File: config.mk
export PLATFORM = sky130hd
export DESIGN_NAME = fifo_write
export DESIGN_NICKNAME = d
export VERILOG_FILES = /design/src/rtl/fifo_write.sv
export SDC_FILE = /design/constraint.sdc
export NUM_CORES = 1
export LEC_CHECK = 0
export CAP_MARGIN = 5
export CORE_ASPECT_RATIO = 1.2
export CORE_MARGIN = 1
export CORE_UTILIZATION = 44
export DETAILED_ROUTE_END_ITERATION = 10
export PLACE_DENSITY = 0.77
export SETUP_SLACK_MARGIN = 0.5
export SLEW_MARGIN = 25
export SYNTH_ARGS = -nofsm -noshare
export SYNTH_HDL_FRONTEND = slang
export SYNTH_SLANG_ARGS = --single-unit
export TNS_END_PERCENT = 50
File: constraint.sdc
create_clock -name clk -period 1.96 [get_ports clk]
set_input_delay 0.294 -clock clk [delete_from_list [all_inputs] [get_ports clk]]
set_output_delay 0.294 -clock clk [all_outputs]
set_load 0.02 [all_outputs]
File: src/rtl/fifo_write.sv
// FIFO write-side burst generator: waits for an empty FIFO, then streams a
// selectable data pattern until the FIFO reports full or the enable drops.
module fifo_write #(
  parameter logic [7:0] SEED  = 8'h00,
  parameter int         CNT_W = 16
) (
  input  logic             clk,
  input  logic             rst,
  input  logic             en,
  input  logic [1:0]       pattern_sel,
  input  logic             wrempty,
  input  logic             wrfull,
  output logic             wrreq,
  output logic [7:0]       data,
  output logic             burst_done,
  output logic [CNT_W-1:0] fill_count
);

  typedef enum logic [1:0] {IDLE, WAIT_EMPTY, FILL} state_e;

  localparam logic [1:0] PAT_INC  = 2'b00;
  localparam logic [1:0] PAT_DEC  = 2'b01;
  localparam logic [1:0] PAT_LFSR = 2'b10;

  state_e           state_q, state_d;
  logic             wrreq_q, wrreq_d;
  logic [7:0]       data_q, data_d;
  logic             done_q, done_d;
  logic [CNT_W-1:0] cnt_q, cnt_d;
  logic [1:0]       pat_q, pat_d;
  logic             accept;

  // Fibonacci LFSR x^8+x^6+x^5+x^4+1; all-zero state is forced to 1.
  function automatic logic [7:0] next_word(input logic [1:0] pat, input logic [7:0] d);
    logic [7:0] n;
    case (pat)
      PAT_INC:  n = d + 8'd1;
      PAT_DEC:  n = d - 8'd1;
      PAT_LFSR: n = (d == 8'h00) ? 8'h01 : {d[6:0], d[7] ^ d[5] ^ d[4] ^ d[3]};
      default:  n = SEED;
    endcase
    return n;
  endfunction

  always_comb begin
    state_d = state_q;
    wrreq_d = wrreq_q;
    data_d  = data_q;
    done_d  = 1'b0;
    cnt_d   = cnt_q;
    pat_d   = pat_q;
    accept  = wrreq_q & ~wrfull;

    if (accept) begin
      data_d = next_word(pat_q, data_q);
      if (~&cnt_q) cnt_d = cnt_q + {{(CNT_W-1){1'b0}}, 1'b1};
    end

    case (state_q)
      IDLE: begin
        if (en) state_d = WAIT_EMPTY;
      end
      WAIT_EMPTY: begin
        if (!en) begin
          state_d = IDLE;
        end else if (wrempty) begin
          state_d = FILL;
          wrreq_d = 1'b1;
          cnt_d   = '0;
          pat_d   = pattern_sel;
        end
      end
      FILL: begin
        // full wins over a simultaneous enable drop so the burst still reports done
        if (wrfull) begin
          wrreq_d = 1'b0;
          done_d  = 1'b1;
          state_d = en ? WAIT_EMPTY : IDLE;
        end else if (!en) begin
          wrreq_d = 1'b0;
          state_d = IDLE;
        end
      end
      default: begin
        state_d = IDLE;
        wrreq_d = 1'b0;
      end
    endcase
  end

  always_ff @(posedge clk) begin
    if (rst) begin
      state_q <= IDLE;
      wrreq_q <= 1'b0;
      data_q  <= SEED;
      done_q  <= 1'b0;
      cnt_q   <= '0;
      pat_q   <= PAT_INC;
    end else begin
      state_q <= state_d;
      wrreq_q <= wrreq_d;
      data_q  <= data_d;
      done_q  <= done_d;
      cnt_q   <= cnt_d;
      pat_q   <= pat_d;
    end
  end

  assign wrreq      = wrreq_q;
  assign data       = data_q;
  assign burst_done = done_q;
  assign fill_count = cnt_q;

endmodule

==> impl_results.md <==
- Width of the die: 60.3 um
- Cell variety after synth: 48
- RSZ-0062 raised after global routing: yes
- #FFs+latches synth: 30
- First-pass iteration count of the detailed router: 4
- Mux share of post-synthesis cell area: 0.0509
- Initial antenna violation count: 0
- Critical Path Max Stage Delay: 340 ps
- Via count: 1,847
- Crit path max fanout: 6
- H-tree Lvls: 2
- Largest area contributor in the netlist: dfxtp_1
- Pre-CTS setup slack: 103 ps
- Synth Area in Simple Gates: 0.321
- Post-synthesis adder-cell area fraction: 0.0139
- Power per cell area: 475 nW/um2
- Most used DFF post-synth: dfxtp_1
- Row count: 25
- Delay-heaviest family, CP: compound AO/OA/AOI/OAI gates
- Mapped Area: 1800 um2
- Remaining antenna violation count after routing: 0
- Residual DRC: 0
- Area share of xor/xnor cells in the synthesized design: 0.0829
- CP Cell Sequence: nand2b_4, xnor2_4, ha_4, xnor2_1, nand2_1, o31ai_1, a222oi_1, nor2_1
- Worst path required time: 2120 ps
- Largest net degree at the start of global routing: 17
- Global-route wire length before repair: 7.20 mm
- Clock sinks: 30
- Post-synthesis sequential area ratio: 0.334
- Complex-gate fraction of the synthesized area: 0.148
- Worst Slack Setup Final: 322 ps
- Starting Density: 0.459
- TritonCTS Buffers: 5
- CTS tree: built
- Worst-Skew Late Latency: 280 ps
- Setup CP Type: flop to flop
- Mean post-synth cell area: 8.05 um2
- Setup violations, final: 0
- Setup TNS: 0 ps
- CP bufs+invs: 0
- Global Route Usage Sum: 0.220
- Mapped Cells: 223
- Core ar.: 3910 um2
- Bufs on Longest Clock Path: 2
- Layout Skew: 4.96 ps
- Worst vdd rail ir drop: 0.245 mV
- # IOs: 33
- Full die area: 4340 um2
- Final worst path period share: 0.836
- Main combinational cell family by area after synthesis: simple AND/OR/NAND/NOR gates
- # diodes: 0
- GR Overflow Total: 0
- DR WL/cell: 14.2 um
- Share of post-route cells with drive strength above 1: 0.317
- MaxCap Viol Count: 0
- Status: finished clean
- Mapped Nets: 232
- GPL Wtd Cong: 0.872
- Pleak: 1.14 nW
- Crit-path slowest cell: a222oi_1
- Max Fclk: 611 MHz
- Vias per cell: 5.56
- Yosys warnings: 0
- Hold Crit Class: primary input to flop
- Number of port buffers: 32
- Post-synth EDFFs: 0
- Layout Nets: 286
- Crit end category: flop
- DIE HEIGHT: 72.0 um
- Root buf cell: clkbuf_8
- Min Clock Period, post-route: 1640 ps
- Layout area overhead: 47.2%
- CP startpoint kind: flop
- Vias in the first global route: 1,636
- Final WL: 4.71 mm
- Top post-synthesis cells by area: dfxtp_1 33%, nor2_1 7.9%, xnor2_1 6.3%
- Pins Over Slew Limit: 0
- Post-DP HPWL: 3.00 mm
- Worst slew pin tran: 352 ps
- Clock-pin transition on the worst setup and hold timing paths: 70 ps
- First-iteration detailed-routing DRC count: 96
- Final Hold Fails: 0
- Slew margin rel.: 0.765
- Synth top area share: 0.334
- Crit path arrival time: 1800 ps
- Fraction of registers with async set/reset: 0
- Fillers: 303
## cell usage after synthesis, types with 2 or more instances
library cell,number
mux2i_1,8
nand2b_1,3
o21ai_0,6
and2_1,2
clkbuf_1,4
nor4_1,3
nor3_2,2
a31oi_1,2
dfxtp_1,30
nor2b_1,3
nor2_1,38
o31ai_1,2
nor3_1,7
nand4b_1,2
ha_1,2
nand3_1,12
a222oi_1,2
buf_4,2
o22ai_1,3
xor2_1,4
nor3b_1,3
nand2_1,14
nand4_2,2
buf_2,7
a22oi_1,2
nand4_1,2
nand3b_1,2
inv_1,6
and3_1,2
a211oi_1,4
a21oi_1,13
xnor2_1,13
## state kept, by name, summed over array words and instances, names as in the netlist
register and flops:
burst_done 1, data 8, fill_count 16, pat_q 2
state_q 2, wrreq 1
## metrics by stage
stage	instance area (um2)	std cells	total power, mW	utilization	hold WS [ps]
6_report	2640	332	1.25	0.676	458
5_1_grt	2640	332	1.31	0.676	502
4_1_cts	2450	322	1.25	0.627	497
3_5_place_dp	2270	307	0.748	0.582	487
3_3_place_gp	2270	307	0.746	0.582	486
2_1_floorplan	1880	223	0.705	-	372
## tightest hold or removal path: cells and delay by family
kind,cells,cell delay (ps)
compound gates,1,60
buf+inv,2,270
simple gates,1,70
## report_power, final
group          total [mW]  switching (mW)  internal (mW)
registers           0.619          0.0159          0.603
clock network       0.514           0.232          0.283
logic               0.122          0.0606         0.0610
total                1.25           0.308          0.947
## worst paths after layout
kind,end,start,depth (start not counted),slack [ps]
worst min-delay path,state_q[0],wrfull,4,460
worst min register to register,fill_count[13],fill_count[13],1,510
worst max register to register,data[2],pat_q[1],8,320
worst max-delay path,data[2],pat_q[1],8,320
## timing repair
action	CTS	global route
gates resized for setup	28	31
setup buffers	7	10
endpoints found under the setup margin	43	34
hold buffers	0	0
pin swaps	9	16
## metal layers
layer,track usage,share of wire
met5,0,0
met4,0.0956,0.015
met3,0.0517,0.041
met2,0.385,0.53
met1,0.246,0.41
## logic make-up (layout without fill, tap and decap cells)
group,after synthesis,count (layout)
simple gates,105,105
compound gates,41,41
flops,30,30
buf+inv,19,74
xor+xnor,17,17
mux,9,9
fa+ha+maj,2,2
## cell usage in the layout (no fill, tap or decap), types with 3 or more instances in the layout
cell type and n:
a211oi_1 4, a21oi_1 10, a21oi_2 3, buf_4 25, buf_6 3, clkbuf_8 6
clkdlybuf4s50_1 11, dfxtp_1 6, dfxtp_2 12, dfxtp_4 12, dlygate4sd2_1 14, dlymetal6s2s_1 7
inv_1 5, mux2i_1 8, nand2_1 12, nand3_1 10, nor2_1 36, nor2b_1 3
nor3_1 5, nor3b_1 3, nor4_1 3, o21ai_0 5, o22ai_1 3, xnor2_1 12
xor2_1 4
## final cells by class
class                      count  area, um2  share of cell area
clock buffer                   7       86.3              0.0327
timing repair buffer          60        542               0.205
sequential                    30        661               0.250
inverter                       6       26.3             0.00994
multi-input combinational    174       1260               0.475
tap                           54       67.6              0.0256
clock inverter                 1       5.00             0.00189
Power figures use the tool's default switching activity.
